## src/rtl/adcdac_uart_pkg.sv

```systemverilog
// Shared types and constants for the ADC/DAC control-link UART.
// Holds the TX/RX state encodings and the oversampling constants.
package adcdac_uart_pkg;

    localparam int OVERSAMPLE = 16;
    localparam int MID_SAMPLE = 8;

    typedef enum logic [2:0] {
        TX_IDLE,
        TX_START,
        TX_DATA,
        TX_PARITY,
        TX_STOP1,
        TX_STOP2
    } tx_state_t;

    typedef enum logic [2:0] {
        RX_IDLE,
        RX_START,
        RX_DATA,
        RX_PARITY,
        RX_STOP,
        RX_WAIT_HIGH
    } rx_state_t;

    // An RX entry carries the payload plus the frame and parity error flags.
    function automatic int rx_entry_w(input int data_bits);
        return data_bits + 2;
    endfunction

endpackage

```

## src/rtl/adcdac_uart_fifo.sv

```systemverilog
// Synchronous first-word-fall-through FIFO. The head is visible whenever the
// FIFO is non-empty; a write to a full FIFO succeeds only if a pop happens in the same cycle.
module adcdac_uart_fifo #(
    parameter int WIDTH = 8,
    parameter int DEPTH = 16
) (
    input  logic             clk,
    input  logic             srst,
    input  logic             wr_en,
    input  logic [WIDTH-1:0] wr_data,
    input  logic             rd_en,
    output logic [WIDTH-1:0] rd_data,
    output logic             full,
    output logic             empty
);
    localparam int AW = $clog2(DEPTH);

    logic [WIDTH-1:0] mem [DEPTH];
    logic [AW-1:0]    wr_ptr_reg;
    logic [AW-1:0]    rd_ptr_reg;
    logic [AW:0]      count_reg;
    logic             rd_ok;
    logic             wr_ok;

    assign empty   = (count_reg == '0);
    assign full    = (count_reg == (AW+1)'(DEPTH));
    assign rd_ok   = rd_en && !empty;
    assign wr_ok   = wr_en && (!full || rd_ok);
    // Outputs read as zero while empty so the user sees clean data after reset.
    assign rd_data = empty ? '0 : mem[rd_ptr_reg];

    always_ff @(posedge clk) begin
        if (wr_ok) begin
            mem[wr_ptr_reg] <= wr_data;
        end
    end

    always_ff @(posedge clk) begin
        if (srst) begin
            wr_ptr_reg <= '0;
            rd_ptr_reg <= '0;
            count_reg  <= '0;
        end else begin
            if (wr_ok) begin
                wr_ptr_reg <= wr_ptr_reg + 1'b1;
            end
            if (rd_ok) begin
                rd_ptr_reg <= rd_ptr_reg + 1'b1;
            end
            count_reg <= count_reg + {{AW{1'b0}}, wr_ok} - {{AW{1'b0}}, rd_ok};
        end
    end

endmodule

```

## src/rtl/adcdac_uart_ctrl.sv

```systemverilog
// UART controller for the ADC/DAC ZDOK control link: programmable baud tick,
// 16x-oversampled TX/RX engines with optional parity, TX and RX FIFOs.
module adcdac_uart_ctrl
    import adcdac_uart_pkg::*;
#(
    parameter int DATA_BITS  = 8,
    parameter int FIFO_DEPTH = 16,
    parameter int DIV_W      = 16
) (
    input  logic                 fpga_clk,
    input  logic                 user_rst,
    input  logic [DIV_W-1:0]     baud_div,
    input  logic                 parity_en,
    input  logic                 parity_odd,
    input  logic                 two_stop,
    input  logic [DATA_BITS-1:0] user_tx_data,
    input  logic                 user_tx_val,
    output logic                 user_tx_full,
    output logic                 user_tx_idle,
    output logic [DATA_BITS-1:0] user_rx_data,
    output logic                 user_rx_frame_err,
    output logic                 user_rx_parity_err,
    output logic                 user_rx_val,
    input  logic                 user_rx_rdy,
    output logic                 user_rx_full,
    output logic                 user_rx_overflow,
    input  logic                 user_rx_ovf_clr,
    output logic                 serial_tx,
    input  logic                 serial_rx
);
    localparam int         RX_W      = rx_entry_w(DATA_BITS);
    localparam logic [3:0] LAST_TICK = 4'(OVERSAMPLE - 1);
    localparam logic [3:0] MID_TICK  = 4'(MID_SAMPLE - 1);
    localparam logic [3:0] LAST_BIT  = 4'(DATA_BITS - 1);

    // Baud tick: the divisor is latched at each wrap so a change never shortens a running period.
    logic [DIV_W-1:0] div_eff;
    logic [DIV_W-1:0] div_reg;
    logic [DIV_W-1:0] baud_cnt_reg;
    logic             tick;

    assign div_eff = (baud_div < DIV_W'(2)) ? DIV_W'(2) : baud_div;
    assign tick    = (baud_cnt_reg == div_reg - 1'b1);

    always_ff @(posedge fpga_clk) begin
        if (user_rst || tick) begin
            baud_cnt_reg <= '0;
            div_reg      <= div_eff;
        end else begin
            baud_cnt_reg <= baud_cnt_reg + 1'b1;
        end
    end

    logic                 tx_pop;
    logic                 tx_empty;
    logic [DATA_BITS-1:0] tx_head;

    adcdac_uart_fifo #(.WIDTH(DATA_BITS), .DEPTH(FIFO_DEPTH)) u_tx_fifo (
        .clk     (fpga_clk),
        .srst    (user_rst),
        .wr_en   (user_tx_val),
        .wr_data (user_tx_data),
        .rd_en   (tx_pop),
        .rd_data (tx_head),
        .full    (user_tx_full),
        .empty   (tx_empty)
    );

    tx_state_t            tx_state_reg;
    logic [3:0]           tx_tick_reg;
    logic [3:0]           tx_bit_reg;
    logic [DATA_BITS-1:0] tx_shift_reg;
    logic                 tx_par_reg;
    logic                 tx_par_en_reg;
    logic                 tx_two_stop_reg;
    logic                 tx_bit_end;
    logic                 tx_last_stop;

    assign tx_bit_end   = tick && (tx_tick_reg == LAST_TICK);
    assign tx_last_stop = (tx_state_reg == TX_STOP2) ||
                          (tx_state_reg == TX_STOP1 && !tx_two_stop_reg);
    // Popping straight out of the final stop bit keeps back-to-back frames gapless.
    assign tx_pop       = !tx_empty && ((tx_state_reg == TX_IDLE && tick) ||
                                        (tx_last_stop && tx_bit_end));
    assign user_tx_idle = tx_empty && (tx_state_reg == TX_IDLE);

    always_ff @(posedge fpga_clk) begin
        if (user_rst) begin
            tx_state_reg    <= TX_IDLE;
            tx_tick_reg     <= '0;
            tx_bit_reg      <= '0;
            tx_shift_reg    <= '0;
            tx_par_reg      <= 1'b0;
            tx_par_en_reg   <= 1'b0;
            tx_two_stop_reg <= 1'b0;
            serial_tx       <= 1'b1;
        end else if (tx_pop) begin
            tx_state_reg    <= TX_START;
            tx_tick_reg     <= '0;
            tx_shift_reg    <= tx_head;
            tx_par_reg      <= (^tx_head) ^ parity_odd;
            tx_par_en_reg   <= parity_en;
            tx_two_stop_reg <= two_stop;
            serial_tx       <= 1'b0;
        end else if (tick && tx_state_reg != TX_IDLE) begin
            tx_tick_reg <= tx_tick_reg + 1'b1;
            if (tx_tick_reg == LAST_TICK) begin
                case (tx_state_reg)
                    TX_START: begin
                        tx_state_reg <= TX_DATA;
                        tx_bit_reg   <= '0;
                        serial_tx    <= tx_shift_reg[0];
                    end
                    TX_DATA: begin
                        if (tx_bit_reg == LAST_BIT) begin
                            tx_state_reg <= tx_par_en_reg ? TX_PARITY : TX_STOP1;
                            serial_tx    <= tx_par_en_reg ? tx_par_reg : 1'b1;
                        end else begin
                            tx_bit_reg   <= tx_bit_reg + 1'b1;
                            tx_shift_reg <= tx_shift_reg >> 1;
                            serial_tx    <= tx_shift_reg[1];
                        end
                    end
                    TX_PARITY: begin
                        tx_state_reg <= TX_STOP1;
                        serial_tx    <= 1'b1;
                    end
                    TX_STOP1: tx_state_reg <= tx_two_stop_reg ? TX_STOP2 : TX_IDLE;
                    default:  tx_state_reg <= TX_IDLE;
                endcase
            end
        end
    end

    logic [1:0]           rx_sync_reg;
    logic                 rx_s;
    rx_state_t            rx_state_reg;
    logic [3:0]           rx_tick_reg;
    logic [3:0]           rx_bit_reg;
    logic [DATA_BITS-1:0] rx_shift_reg;
    logic                 rx_par_en_reg;
    logic                 rx_odd_reg;
    logic                 rx_par_err_reg;
    logic                 rx_frame_err_reg;
    logic                 rx_push_reg;

    assign rx_s = rx_sync_reg[1];

    always_ff @(posedge fpga_clk) begin
        if (user_rst) begin
            rx_sync_reg      <= 2'b11;
            rx_state_reg     <= RX_IDLE;
            rx_tick_reg      <= '0;
            rx_bit_reg       <= '0;
            rx_shift_reg     <= '0;
            rx_par_en_reg    <= 1'b0;
            rx_odd_reg       <= 1'b0;
            rx_par_err_reg   <= 1'b0;
            rx_frame_err_reg <= 1'b0;
            rx_push_reg      <= 1'b0;
        end else begin
            rx_sync_reg <= {rx_sync_reg[0], serial_rx};
            rx_push_reg <= 1'b0;
            case (rx_state_reg)
                RX_IDLE: begin
                    if (!rx_s) begin
                        rx_state_reg     <= RX_START;
                        rx_tick_reg      <= '0;
                        rx_par_en_reg    <= parity_en;
                        rx_odd_reg       <= parity_odd;
                        rx_par_err_reg   <= 1'b0;
                        rx_frame_err_reg <= 1'b0;
                    end
                end
                RX_START: begin
                    if (tick) begin
                        if (rx_tick_reg == MID_TICK) begin
                            rx_tick_reg  <= '0;
                            rx_bit_reg   <= '0;
                            rx_state_reg <= rx_s ? RX_IDLE : RX_DATA;
                        end else begin
                            rx_tick_reg <= rx_tick_reg + 1'b1;
                        end
                    end
                end
                RX_DATA: begin
                    if (tick) begin
                        rx_tick_reg <= rx_tick_reg + 1'b1;
                        if (rx_tick_reg == LAST_TICK) begin
                            rx_shift_reg <= {rx_s, rx_shift_reg[DATA_BITS-1:1]};
                            if (rx_bit_reg == LAST_BIT) begin
                                rx_state_reg <= rx_par_en_reg ? RX_PARITY : RX_STOP;
                            end else begin
                                rx_bit_reg <= rx_bit_reg + 1'b1;
                            end
                        end
                    end
                end
                RX_PARITY: begin
                    if (tick) begin
                        rx_tick_reg <= rx_tick_reg + 1'b1;
                        if (rx_tick_reg == LAST_TICK) begin
                            rx_par_err_reg <= rx_s ^ (^rx_shift_reg) ^ rx_odd_reg;
                            rx_state_reg   <= RX_STOP;
                        end
                    end
                end
                RX_STOP: begin
                    if (tick) begin
                        rx_tick_reg <= rx_tick_reg + 1'b1;
                        if (rx_tick_reg == LAST_TICK) begin
                            rx_frame_err_reg <= !rx_s;
                            rx_push_reg      <= 1'b1;
                            rx_state_reg     <= rx_s ? RX_IDLE : RX_WAIT_HIGH;
                        end
                    end
                end
                RX_WAIT_HIGH: begin
                    if (rx_s) begin
                        rx_state_reg <= RX_IDLE;
                    end
                end
                default: rx_state_reg <= RX_IDLE;
            endcase
        end
    end

    logic [RX_W-1:0] rx_entry;
    logic [RX_W-1:0] rx_head;
    logic            rx_empty;
    logic            rx_pop;
    logic            rx_drop;

    assign rx_entry = {rx_par_err_reg, rx_frame_err_reg, rx_shift_reg};

    adcdac_uart_fifo #(.WIDTH(RX_W), .DEPTH(FIFO_DEPTH)) u_rx_fifo (
        .clk     (fpga_clk),
        .srst    (user_rst),
        .wr_en   (rx_push_reg),
        .wr_data (rx_entry),
        .rd_en   (user_rx_rdy),
        .rd_data (rx_head),
        .full    (user_rx_full),
        .empty   (rx_empty)
    );

    assign user_rx_val = !rx_empty;
    assign {user_rx_parity_err, user_rx_frame_err, user_rx_data} = rx_head;
    assign rx_pop  = user_rx_val && user_rx_rdy;
    assign rx_drop = rx_push_reg && user_rx_full && !rx_pop;

    always_ff @(posedge fpga_clk) begin
        if (user_rst) begin
            user_rx_overflow <= 1'b0;
        end else if (rx_drop) begin
            user_rx_overflow <= 1'b1;
        end else if (user_rx_ovf_clr) begin
            user_rx_overflow <= 1'b0;
        end
    end

endmodule

```

## config.mk

```make
export PLATFORM = sky130hd
export DESIGN_NAME = adcdac_uart_ctrl
export DESIGN_NICKNAME = d
export VERILOG_FILES = /design/src/rtl/adcdac_uart_pkg.sv /design/src/rtl/adcdac_uart_fifo.sv /design/src/rtl/adcdac_uart_ctrl.sv
export SDC_FILE = /design/constraint.sdc
export NUM_CORES = 1
export LEC_CHECK = 0
export ABC_AREA = 1
export CELL_PAD_IN_SITES_DETAIL_PLACEMENT = 1
export CELL_PAD_IN_SITES_GLOBAL_PLACEMENT = 1
export CORE_MARGIN = 4
export CORE_UTILIZATION = 44
export CTS_CLUSTER_SIZE = 30
export DETAILED_ROUTE_END_ITERATION = 8
export GPL_TIMING_DRIVEN = 0
export PLACE_DENSITY = 0.73
export SYNTH_ARGS = -nofsm -noshare
export SYNTH_HDL_FRONTEND = slang
export SYNTH_SLANG_ARGS = --single-unit
```

## constraint.sdc

```tcl
create_clock -name fpga_clk -period 3.2 [get_ports fpga_clk]
set_input_delay 0.64 -clock fpga_clk [delete_from_list [all_inputs] [get_ports fpga_clk]]
set_output_delay 0.64 -clock fpga_clk [all_outputs]
set_load 0.03 [all_outputs]
```

==> results.md, run 1 <==
- Iter 0 DRT Violations: 1054
- Synth cell types: 50
- Pre-CTS WS: -1040 ps
- Pre-Repair DR Iteration Count: 5
- Hold path start: rx_sync_reg[0]
- Max Slew Vio Count: 0
- Total power: 14.4 mW
- Worst skew pair latency: 570 ps
- PortBufs: 47
- Synth area leader: edfxtp_1
- Most frequent CP cell: buf_4
- Dpl cells: 2458
- Fraction of the mapped netlist area in compound gates: 9.52%
- Main synth FF type: edfxtp_1
- Post-synth ARST share: 0%
- Initial antenna violation count: 1
- Max Fclk: 298 MHz
- Number of flip-flops in the largest register: 160
- Critical R2R Launch: div_reg[0]
- Syn_nets: 1941
- Final hold violation count: 0
- Clock Tree Buf Depth: 3
- CTS tree: done
- WL/cell: 20.3 microns
- Non-filler instance count after layout: 2586
- Worst Setup Start Kind: register
- Register area: 11100 sq um
- Footprint of the multi-input gates: 6520 sq um
- Crit Path Class: register to register
- Hpwl dp: ~35000 microns
- Clock-pin slew on the worst setup and hold paths: 60 ps
- Vias in the first global route: between 10000 and 15000
- Post-Syn Area: 18200 sq um
- Fin area: about 22000 sq um
- Avg Inst Size Synth: 9.67 sq um
- Combinational power share: 20.8%
- Layout cells sized above 1: 13.2%
- CTS H-Tree Depth: 2
- Crit path max-delay cell type: edfxtp_1
- Area grow syn2layout: 20.3%
- Worst ir drop on vdd: 0.382 mV
- Synth top area share: between 50 and 60%
- Syn Inst Count: 1879
- Placer Congestion: 0.827
- Die W: 211 microns
- Required @ worst endpoint: between 3000 and 4000 ps
- Xor/xnor share of the synthesized area: between 1 and 1.5%
- Critical Path Start: div_reg[0]
- Initial Utilization: 44.5%
- Filler Cell Count: 4501
- CP endpoint kind: register
- Top post-synthesis cells by area: edfxtp_1 (50%), dfxtp_1 (11%), nor2_1 (6.9%), nand2_1 (6.2%), o21ai_0 (4.2%)
- Routed WL: 52400 microns
- Sw frac: 30.0%
- Core Area: 40800 sq um
- Adder-cell share of the synthesized area: between 2 and 2.5%
- I/O pins: 49
- Biggest regs: u_rx_fifo.mem: 160 flops, u_tx_fifo.mem: 128 flops
- Critical path arrival: approximately 3800 ps
- Worst-margin pin slew: 1200 ps
- Post-synth EDFFs: a little over 300
- Area after DPL: 19300 sq um
- Pin count of the biggest net entering global routing: 26
- Final Critical Period: 3360 ps
- Most flops, register: u_rx_fifo.mem
- Pint: 10.1 mW
- Reg power frac: 41.6%
- Core Rows: 74
- CTS Buf Count: 44
- Clk pwr share: between 30 and 40%
- Post-route ant nets: 0
- Simple-gate share of the synthesized area: approximately a fifth
- Max Cap Viol: 0
- RSZ-0062 raised after global routing: yes
- # setup viols final: 7
- Clock sink count: between 400 and 500
- Root buf cell: clkbuf_16
- Setup ws final: -158 ps
- Layout Nets: 2080
- Grt total ovfl: 0
- All-Layer GR Usage: around 23%
- Max_slew headroom: 19.9%
- Die Area: 44600 sq um
- DR DRC count: 0
- Max incr delay on CP: 460 ps
- Leakage: around 8.2 nW
- Status: complete, but fails checks
- CP Max Fanout: 2
- YS warnings: 0
- Setup TNS: -939 ps
- Die span in y: 211 microns
- Pwr Density: ~660 nW/um^2
- Vias per cell: 5.50
- Failing checks: negative setup slack
- Final Util: 53.6%
- Worst min-delay path category: register to register
- First-pass GRT wire length: 80800 microns
- Mux share of post-synthesis cell area: 0%
- Count leader, synth: nor2_1
- Worst hold margin: 409 ps
- Fin crit share: 105%
- Flops & latches, synth: 404
- Switch Pwr: 4.31 mW
- Largest family of logic cells by synthesized area: simple AND/OR/NAND/NOR gates
- Post-synthesis sequential area ratio: 61.3%
- Via count: 14200
- Commonest cells post-synth: nor2_1 (332), edfxtp_1 (304), nand2_1 (301)
- Skew final: ~16 ps
==> layout make-up <==
class,count,area share [%]
diodes,1,0.0114
plain buffers,77,1.69
clock buffers,58,5.65
clock inverters,23,1.37
inverters,179,3.09
multi-input cells,1217,29.8
flip-flops and latches,404,50.9
well taps,532,3.04
repair buffers,95,4.39
==> power groups by stage <==
stage / logic [mW] / registers [mW] / clock network (mW)
after global routing: 3.33 / 6.00 / 5.74
final: 2.99 / 5.98 / 5.42
after detailed placement: 2.78 / 6.07 / 0
after floorplan: 1.81 / 6.01 / 0
after global placement: 2.67 / 6.05 / 0
after CTS: 2.81 / 5.97 / 5.50
==> critical path, delay by kind of cell, from the launching register on <==
family,cells,cell delay [ps]
buf+inv,14,1370
fa+ha+maj,1,210
flops,1,460
simple gates,9,980
compound gates,2,180
==> worst paths after layout <==
check / end / slack, ps / cells after the start
worst max register to register: tx_state_reg[0] / -160 / 26
worst min-delay path: rx_sync_reg[1] / 410 / 1
worst min register to register: rx_sync_reg[1] / 410 / 1
worst max-delay path: tx_state_reg[0] / -160 / 26
==> what timing repair did <==
item / 4_1_cts / 5_1_grt
gates resized for setup: 117 / 95
hold buffers: 0 / 0
setup endpoints to repair: 171 / 181
endpoints found under the hold margin: 0 / 0
setup buffers: 18 / 31
pin swaps: 9 / 34
==> metal layers <==
metal,track usage [%],vias up,routed length [microns]
met1,30.5,7021,22400
met4,7.24,0,1610
met5,0,-,0
met2,39.3,381,25700
li1,-,6693,-
met3,2.97,117,2740
==> layout by cell type (no fill, tap or decap), drive strengths merged, types with 19 or more instances in the layout <==
| cell | instances |
|---|---|
| a21oi | 62 |
| buf | 65 |
| clkbuf | 127 |
| clkdlybuf4s50 | 36 |
| clkinv | 19 |
| dfxtp | 100 |
| edfxtp | 304 |
| ha | 27 |
| inv | 175 |
| nand2 | 314 |
| nand3 | 132 |
| nor2 | 342 |
| nor3 | 24 |
| o21ai | 164 |
| o221ai | 27 |
| xor2 | 19 |
==> logic make-up after synthesis <==
kind of cell / count (synthesis)
AO/OA/AOI/OAI: 302
XOR/XNOR: 31
adder cells (fa/ha/maj): 29
buffers and inverters: 258
flip-flops: 404
AND/OR/NAND/NOR: 855
(Power assumes the default switching activity.)
==> run 2, diff against run 1 <==
--- a/config.mk
+++ b/config.mk
@@ -8,7 +8,7 @@
 export ABC_AREA = 1
 export CELL_PAD_IN_SITES_DETAIL_PLACEMENT = 1
 export CELL_PAD_IN_SITES_GLOBAL_PLACEMENT = 1
-export CORE_MARGIN = 4
+export CORE_MARGIN = 10
 export CORE_UTILIZATION = 44
 export CTS_CLUSTER_SIZE = 30
 export DETAILED_ROUTE_END_ITERATION = 8
==> results.md, run 2 (synthesis results as in run 1) <==
- Worst skew pair latency: 590 ps (+20 ps)
- Hpwl dp: 36100 microns (+4.0%)
- Final hold violation count: 0 (unchanged)
- Most common cell after layout, fill and taps aside: edfxtp_1
- Fin area: 21600 sq um (-1.1%)
- Vias in the first global route: 15000 (+1.7%)
- CTS Hold Bufs: 0 (unchanged)
- Area grow syn2layout: 19.0%
- Placer Congestion: 0.814 (-1.6%)
- Crit Path Class: register to register
- Worst ir drop on vdd: 0.410 mV (+7.2%)
- First-pass GRT wire length: 82700 microns (+2.3%)
- Max Fclk: 298 MHz (about the same)
- Setup ws final: -157 ps (+0.432 ps)
- Status: complete, but fails checks
- Area after DPL: 19300 sq um (unchanged)
- Core Area: 40800 sq um (unchanged)
- Iter 0 DRT Violations: 1011 (-4.1%)
- DR DRC count: 0 (unchanged)
- Most flops, register: u_rx_fifo.mem
- Non-filler instance count after layout: 2585 (-0.039%)
- Via count: 14200 (-0.40%)
- Setup TNS: -249 ps (+691 ps)
- Final Critical Period: 3360 ps (-0.432 ps)
- Routed WL: 53900 microns (+3.0%)
- Worst-margin pin slew: 1260 ps (+57.4 ps)
- Layout Nets: 2080 (unchanged)
- RSZ-0062 raised after global routing: yes
- Sw frac: 30.7% (+0.76 points)
- Switch Pwr: 4.35 mW (+0.90%)
- Required @ worst endpoint: 3660 ps (+40 ps)
- Pin count of the biggest net entering global routing: 26 (unchanged)
- Filler Cell Count: 4540 (+0.87%)
- Dpl cells: 2458 (unchanged)
- Die Area: 49800 sq um (+12%)
- All-Layer GR Usage: 20.9% (-2.0 points)
- Core Rows: 74 (unchanged)
- Clk pwr share: 36.6% (-1.1 points)
- Worst min-delay path category: register to register
- Vias per cell: 5.48 (-0.36%)
- Combinational power share: 21.1% (+0.3 points)
- Failing checks: negative setup slack
- Post-route ant nets: 0 (unchanged)
- Fin crit share: 105% (about the same)
- Worst hold margin: 432 ps (+22.6 ps)
- Antenna Cells: 0 (-1)
- Initial antenna violation count: 0 (-1)
- CTS Buf Count: 45 (+2.3%)
- Most frequent cells in the layout: edfxtp_1 (304), nor2_1 (298), nand2_1 (290)
- # setup viols final: 3 (-4)
- Pwr Density: 655 nW/um^2 (-0.46%)
- Biggest regs: u_rx_fifo.mem: 160 flops, u_tx_fifo.mem: 128 flops
- Max Slew Vio Count: 0 (unchanged)
- Pre-Repair DR Iteration Count: 5 (unchanged)
- WL/cell: 20.9 microns (+3.0%)
- Grt total ovfl: 0 (unchanged)
- Critical path arrival: 3820 ps (+40 ps)
- Clock Tree Buf Depth: 3 (unchanged)
- Reg-to-reg setup timing slack: -160 ps (about the same)
- Die span in y: 223 microns (+5.7%)
- Root buf cell: clkbuf_16
- Number of flip-flops in the largest register: 160 (unchanged)
- I/O pins: 49 (unchanged)
- Final Util: 53.0% (-0.61 points)
- CP Max Fanout: 3 (+1)
- CP endpoint kind: register
- Total power: 14.2 mW (-1.6%)
- Die W: 223 microns (+5.7%)
- Pre-CTS WS: -1050 ps (-3.58 ps)
- Clock sink count: 404 (unchanged)
- Leakage: 8.13 nW (-0.68%)
- PortBufs: 47 (unchanged)
- Wl on met1: 23100 microns (+3.2%)
- Initial Utilization: 44.5% (unchanged)
- Pint: 9.80 mW (-2.6%)
- Top Layer Used: met4
- Max Cap Viol: 0 (unchanged)
- Skew final: 19.7 ps (+3.59 ps)
- CTS tree: done
- Max_slew headroom: 16.0% (-3.8 points)
- Clock-pin slew on the worst setup and hold paths: 60 ps (about the same)
- Met3 wire length: 2420 microns (-12%)
- Worst Setup Start Kind: register
- Met2 WL: 27000 microns (+5.2%)
- CTS H-Tree Depth: 2 (unchanged)
- Reg power frac: 42.2% (+0.6 points)
- Layout cells sized above 1: 13.0% (-0.24 points)
[run 2: critical path: stages, from the launching register on]
cell and delay (ps):
edfxtp_1 470, inv_2 130, ha_4 210, nand2_2 60
inv_2 30, nor2_2 100, nand2_2 90, nor2_4 130
nand2_1 60, nor2_1 130, nand2_1 60, nor2_1 80
nand4_1 140, nor2_4 180, nand3_4 110, nor2_4 130
inv_2 50, nand2_2 80, ha_4 140, inv_2 40
fa_2 380, nor3_2 150, a211oi_2 80, o21ai_1 150
a21oi_1 60
[run 2: power groups by stage]
| stage | clock, mW | sequential [mW] | combinational, mW |
|---|---|---|---|
| after global routing | 5.49 | 6.00 | 3.30 |
| after global placement | 0 | 6.06 | 2.69 |
| final | 5.18 | 5.98 | 2.99 |
| after CTS | 5.28 | 5.97 | 2.92 |
| after detailed placement | 0 | 6.07 | 2.81 |
| after floorplan | 0 | 6.01 | 1.81 |
[run 2: worst paths after layout]
check,startpoint,to,depth (start not counted)
setup reg to reg,div_reg[1],u_tx_fifo.count_reg[4],24
setup / recovery,div_reg[1],u_tx_fifo.count_reg[4],24
hold reg to reg,rx_sync_reg[0],rx_sync_reg[1],1
hold / removal,rx_sync_reg[0],rx_sync_reg[1],1
[run 2: timing repair]
action | 4_1_cts | 5_1_grt
pin swaps | 11 | 28
resized for setup | 122 | 76
setup endpoints to repair | 169 | 187
setup buffers | 29 | 24
[run 2: area by class of cell]
class	instances	area, sq um	share of cell area, %
sequential	404	11100	51.5
buffer	78	372	1.72
timing repair buffer	93	886	4.10
inverter	179	676	3.12
tap	532	666	3.08
clock inverter	25	243	1.12
multi-input combinational	1217	6420	29.7
clock buffer	57	1220	5.66
[run 2: metal layers]
layer / GRT usage, % / vias to the layer above
met2: 36.7 / 333
met1: 26.0 / 7034
met3: 2.86 / 96
met4: 7.06 / 0
li1: - / 6692
met5: 0 / -
==> run 3, diff against run 2 <==
==> constraint.sdc (replaced) <==
create_clock -name fpga_clk -period 3.2 [get_ports fpga_clk]
set_input_delay 0.8 -clock fpga_clk [delete_from_list [all_inputs] [get_ports fpga_clk]]
set_output_delay 0.8 -clock fpga_clk [all_outputs]
set_load 0.03 [all_outputs]
==> results.md, run 3 (synthesis results as in run 1) <==
- Status: complete, but fails checks
- Failing checks: negative setup slack
- Reg power frac: 41.8% (-0.4 points)
- Initial Utilization: 44.5% (unchanged)
- Vias in the first global route: 15000 (-0.16%)
- Hold depth: 1 (unchanged)
- Hold endpoint: rx_sync_reg[1]
- Max Cap Viol: 0 (unchanged)
- I/O pins: 49 (unchanged)
- DR DRC count: 0 (unchanged)
- Pin count of the biggest net entering global routing: 26 (unchanged)
- Worst Setup Start Kind: register
- Skew final: 25.7 ps (+5.99 ps)
- Fin crit share: 106% (+1.2 points)
- Antenna Cells: 0 (unchanged)
- Layout Nets: 2081 (+0.048%)
- WL/cell: 21.0 microns (+0.84%)
- First-pass GRT wire length: 82900 microns (+0.21%)
- Hold path start: rx_sync_reg[0]
- Sw frac: 30.9% (+0.18 points)
- Worst Reg-to-Reg Cells: 25 (+4.2%)
- Iter 0 DRT Violations: 1122 (+11%)
- Via count: 14300 (+0.93%)
- Setup ws final: -195 ps (-38.0 ps)
- Die W: 223 microns (unchanged)
- RSZ-0062 raised after global routing: yes
- Grt total ovfl: 0 (unchanged)
- Switch Pwr: 4.42 mW (+1.6%)
- Die Area: 49800 sq um (unchanged)
- Clock Tree Buf Depth: 3 (unchanged)
- Placer Congestion: 0.814 (unchanged)
- Vias per cell: 5.52 (+0.89%)
- Reg-to-reg setup timing slack: -200 ps (-40 ps)
- Area grow syn2layout: 19.4%
- Required @ worst endpoint: 3660 ps (about the same)
- Initial antenna violation count: 0 (unchanged)
- Clock-pin slew on the worst setup and hold paths: 60 ps (about the same)
- Worst hold margin: 428 ps (-4.06 ps)
- Final hold violation count: 0 (unchanged)
- Worst ir drop on vdd: 0.410 mV (+0.15%)
- Core Rows: 74 (unchanged)
- CP endpoint kind: register
- Worst min-delay path category: register to register
- PortBufs: 47 (unchanged)
- Hpwl dp: 36100 microns (unchanged)
- Max Fclk: 295 MHz (-1.1%)
- Root buf cell: clkbuf_16
- CTS Hold Bufs: 0 (unchanged)
- Pwr Density: 659 nW/um^2 (+0.67%)
- Max Slew Vio Count: 0 (unchanged)
- Die span in y: 223 microns (unchanged)
- Worst skew pair latency: 600 ps (about the same)
- Number of flip-flops in the largest register: 160 (unchanged)
- Crit Path Class: register to register
- # setup viols final: 3 (unchanged)
- All-Layer GR Usage: 21.0% (+0.024 points)
- Pint: 9.88 mW (+0.80%)
- Most flops, register: u_rx_fifo.mem
- Worst-margin pin slew: 1270 ps (+18.6 ps)
- Critical R2R Launch: div_reg[0]
- Combinational power share: 21.8% (+0.7 points)
- Max_slew headroom: 14.8% (-1.2 points)
- Core Area: 40800 sq um (unchanged)
- Area after DPL: 19300 sq um (unchanged)
- Leakage: 8.16 nW (+0.40%)
- CTS Buf Count: 45 (unchanged)
- Routed WL: 54400 microns (+0.88%)
- Post-route ant nets: 0 (unchanged)
- CP Max Fanout: 4 (+1)
- Most common cell after layout, fill and taps aside: edfxtp_1
- Reg2reg end: u_tx_fifo.count_reg[4]
- Layout cells sized above 1: 13.7% (+0.68 points)
- Critical path arrival: 3850 ps (+30 ps)
- Most frequent cells in the layout: edfxtp_1 (304), nor2_1 (296), nand2_1 (292)
- CTS H-Tree Depth: 2 (unchanged)
- Pre-Repair DR Iteration Count: 5 (unchanged)
- CTS tree: done
- Final Critical Period: 3400 ps (+38.0 ps)
- Fin area: 21700 sq um (+0.38%)
- Clock sink count: 404 (unchanged)
- Clk pwr share: 36.4% (-0.2 points)
- Biggest regs: u_rx_fifo.mem: 160 flops, u_tx_fifo.mem: 128 flops
## run 3: cell count changes in the layout (fill, tap and decap cells not counted), moves of 4 or more
cell      change
buf_2         +4
buf_4         +8
clkbuf_1      -5
clkbuf_2      -8
nor2_2        +5
## run 3: worst max path at each step
stage	start	endpoint	slack, ps
after detailed placement	div_reg[0]	u_tx_fifo.count_reg[4]	-1050
final	div_reg[0]	u_tx_fifo.count_reg[4]	-200
after global placement	div_reg[0]	u_tx_fifo.count_reg[4]	-930
after floorplan	div_reg[0]	u_tx_fifo.count_reg[4]	10
after global routing	div_reg[0]	u_tx_fifo.count_reg[4]	-350
after CTS	div_reg[0]	u_tx_fifo.count_reg[4]	-150
## run 3: cell type report
class,instances,area [sq um]
fill,4518,19100
sequential,404,11100
multi-input combinational,1217,6450
clock buffer,57,1220
timing repair buffer,94,905
inverter,179,677
tap,532,666
buffer,78,402
clock inverter,25,243
## run 3: what timing repair did
item	4_1_cts	5_1_grt
pin swaps	19	48
setup buffers	27	27
endpoints found under the setup margin	169	183
resized for setup	173	77
## run 3: power groups by stage
stage | clock network, mW | logic (mW) | registers [mW]
floorplan | 0 | 1.81 | 6.01
global placement | 0 | 2.69 | 6.06
detailed placement | 0 | 2.81 | 6.07
CTS | 5.28 | 2.94 | 5.97
global route | 5.49 | 3.43 | 6.00
finish | 5.20 | 3.12 | 5.98
## run 3: stage by stage
step           setup WS, ps  instances  utilization, %  setup TNS, ps  total power, mW
2_1_floorplan          11.8       1879               -              0             7.81
3_3_place_gp           -928       2458            47.3         -74750             8.75
3_5_place_dp          -1050       2458            47.3        -101690             8.88
4_1_cts                -146       2566            52.1          -2910             14.2
5_1_grt                -350       2586            53.2         -10710             14.9
6_report               -195       2586            53.2           -364             14.3
## run 3: worst max-delay path, stage by stage (launching register included)
cell and delay (ps):
edfxtp_1 450, inv_2 140, ha_4 220, nand2_2 60, inv_2 30, nor2_2 100, nand2_2 90, nor2_4 140
buf_6 110, nand2_2 40, nor2_2 90, nand2_1 50, nor2_1 90, nand4_1 140, nor2_4 180, nand3_4 100
nor2_4 130, inv_2 50, nand2_2 70, ha_4 130, inv_2 30, fa_2 370, nor3_4 190, a211oi_2 60
o21ai_1 140, a21oi_1 50
## run 3: routing by layer
metal	GRT usage, %	share of wire (%)	up-vias
met2	36.6	50	407
met1	26.0	43	7073
met5	0	0	-
met3	2.82	4.7	110
li1	-	-	6696
met4	7.35	3.1	0
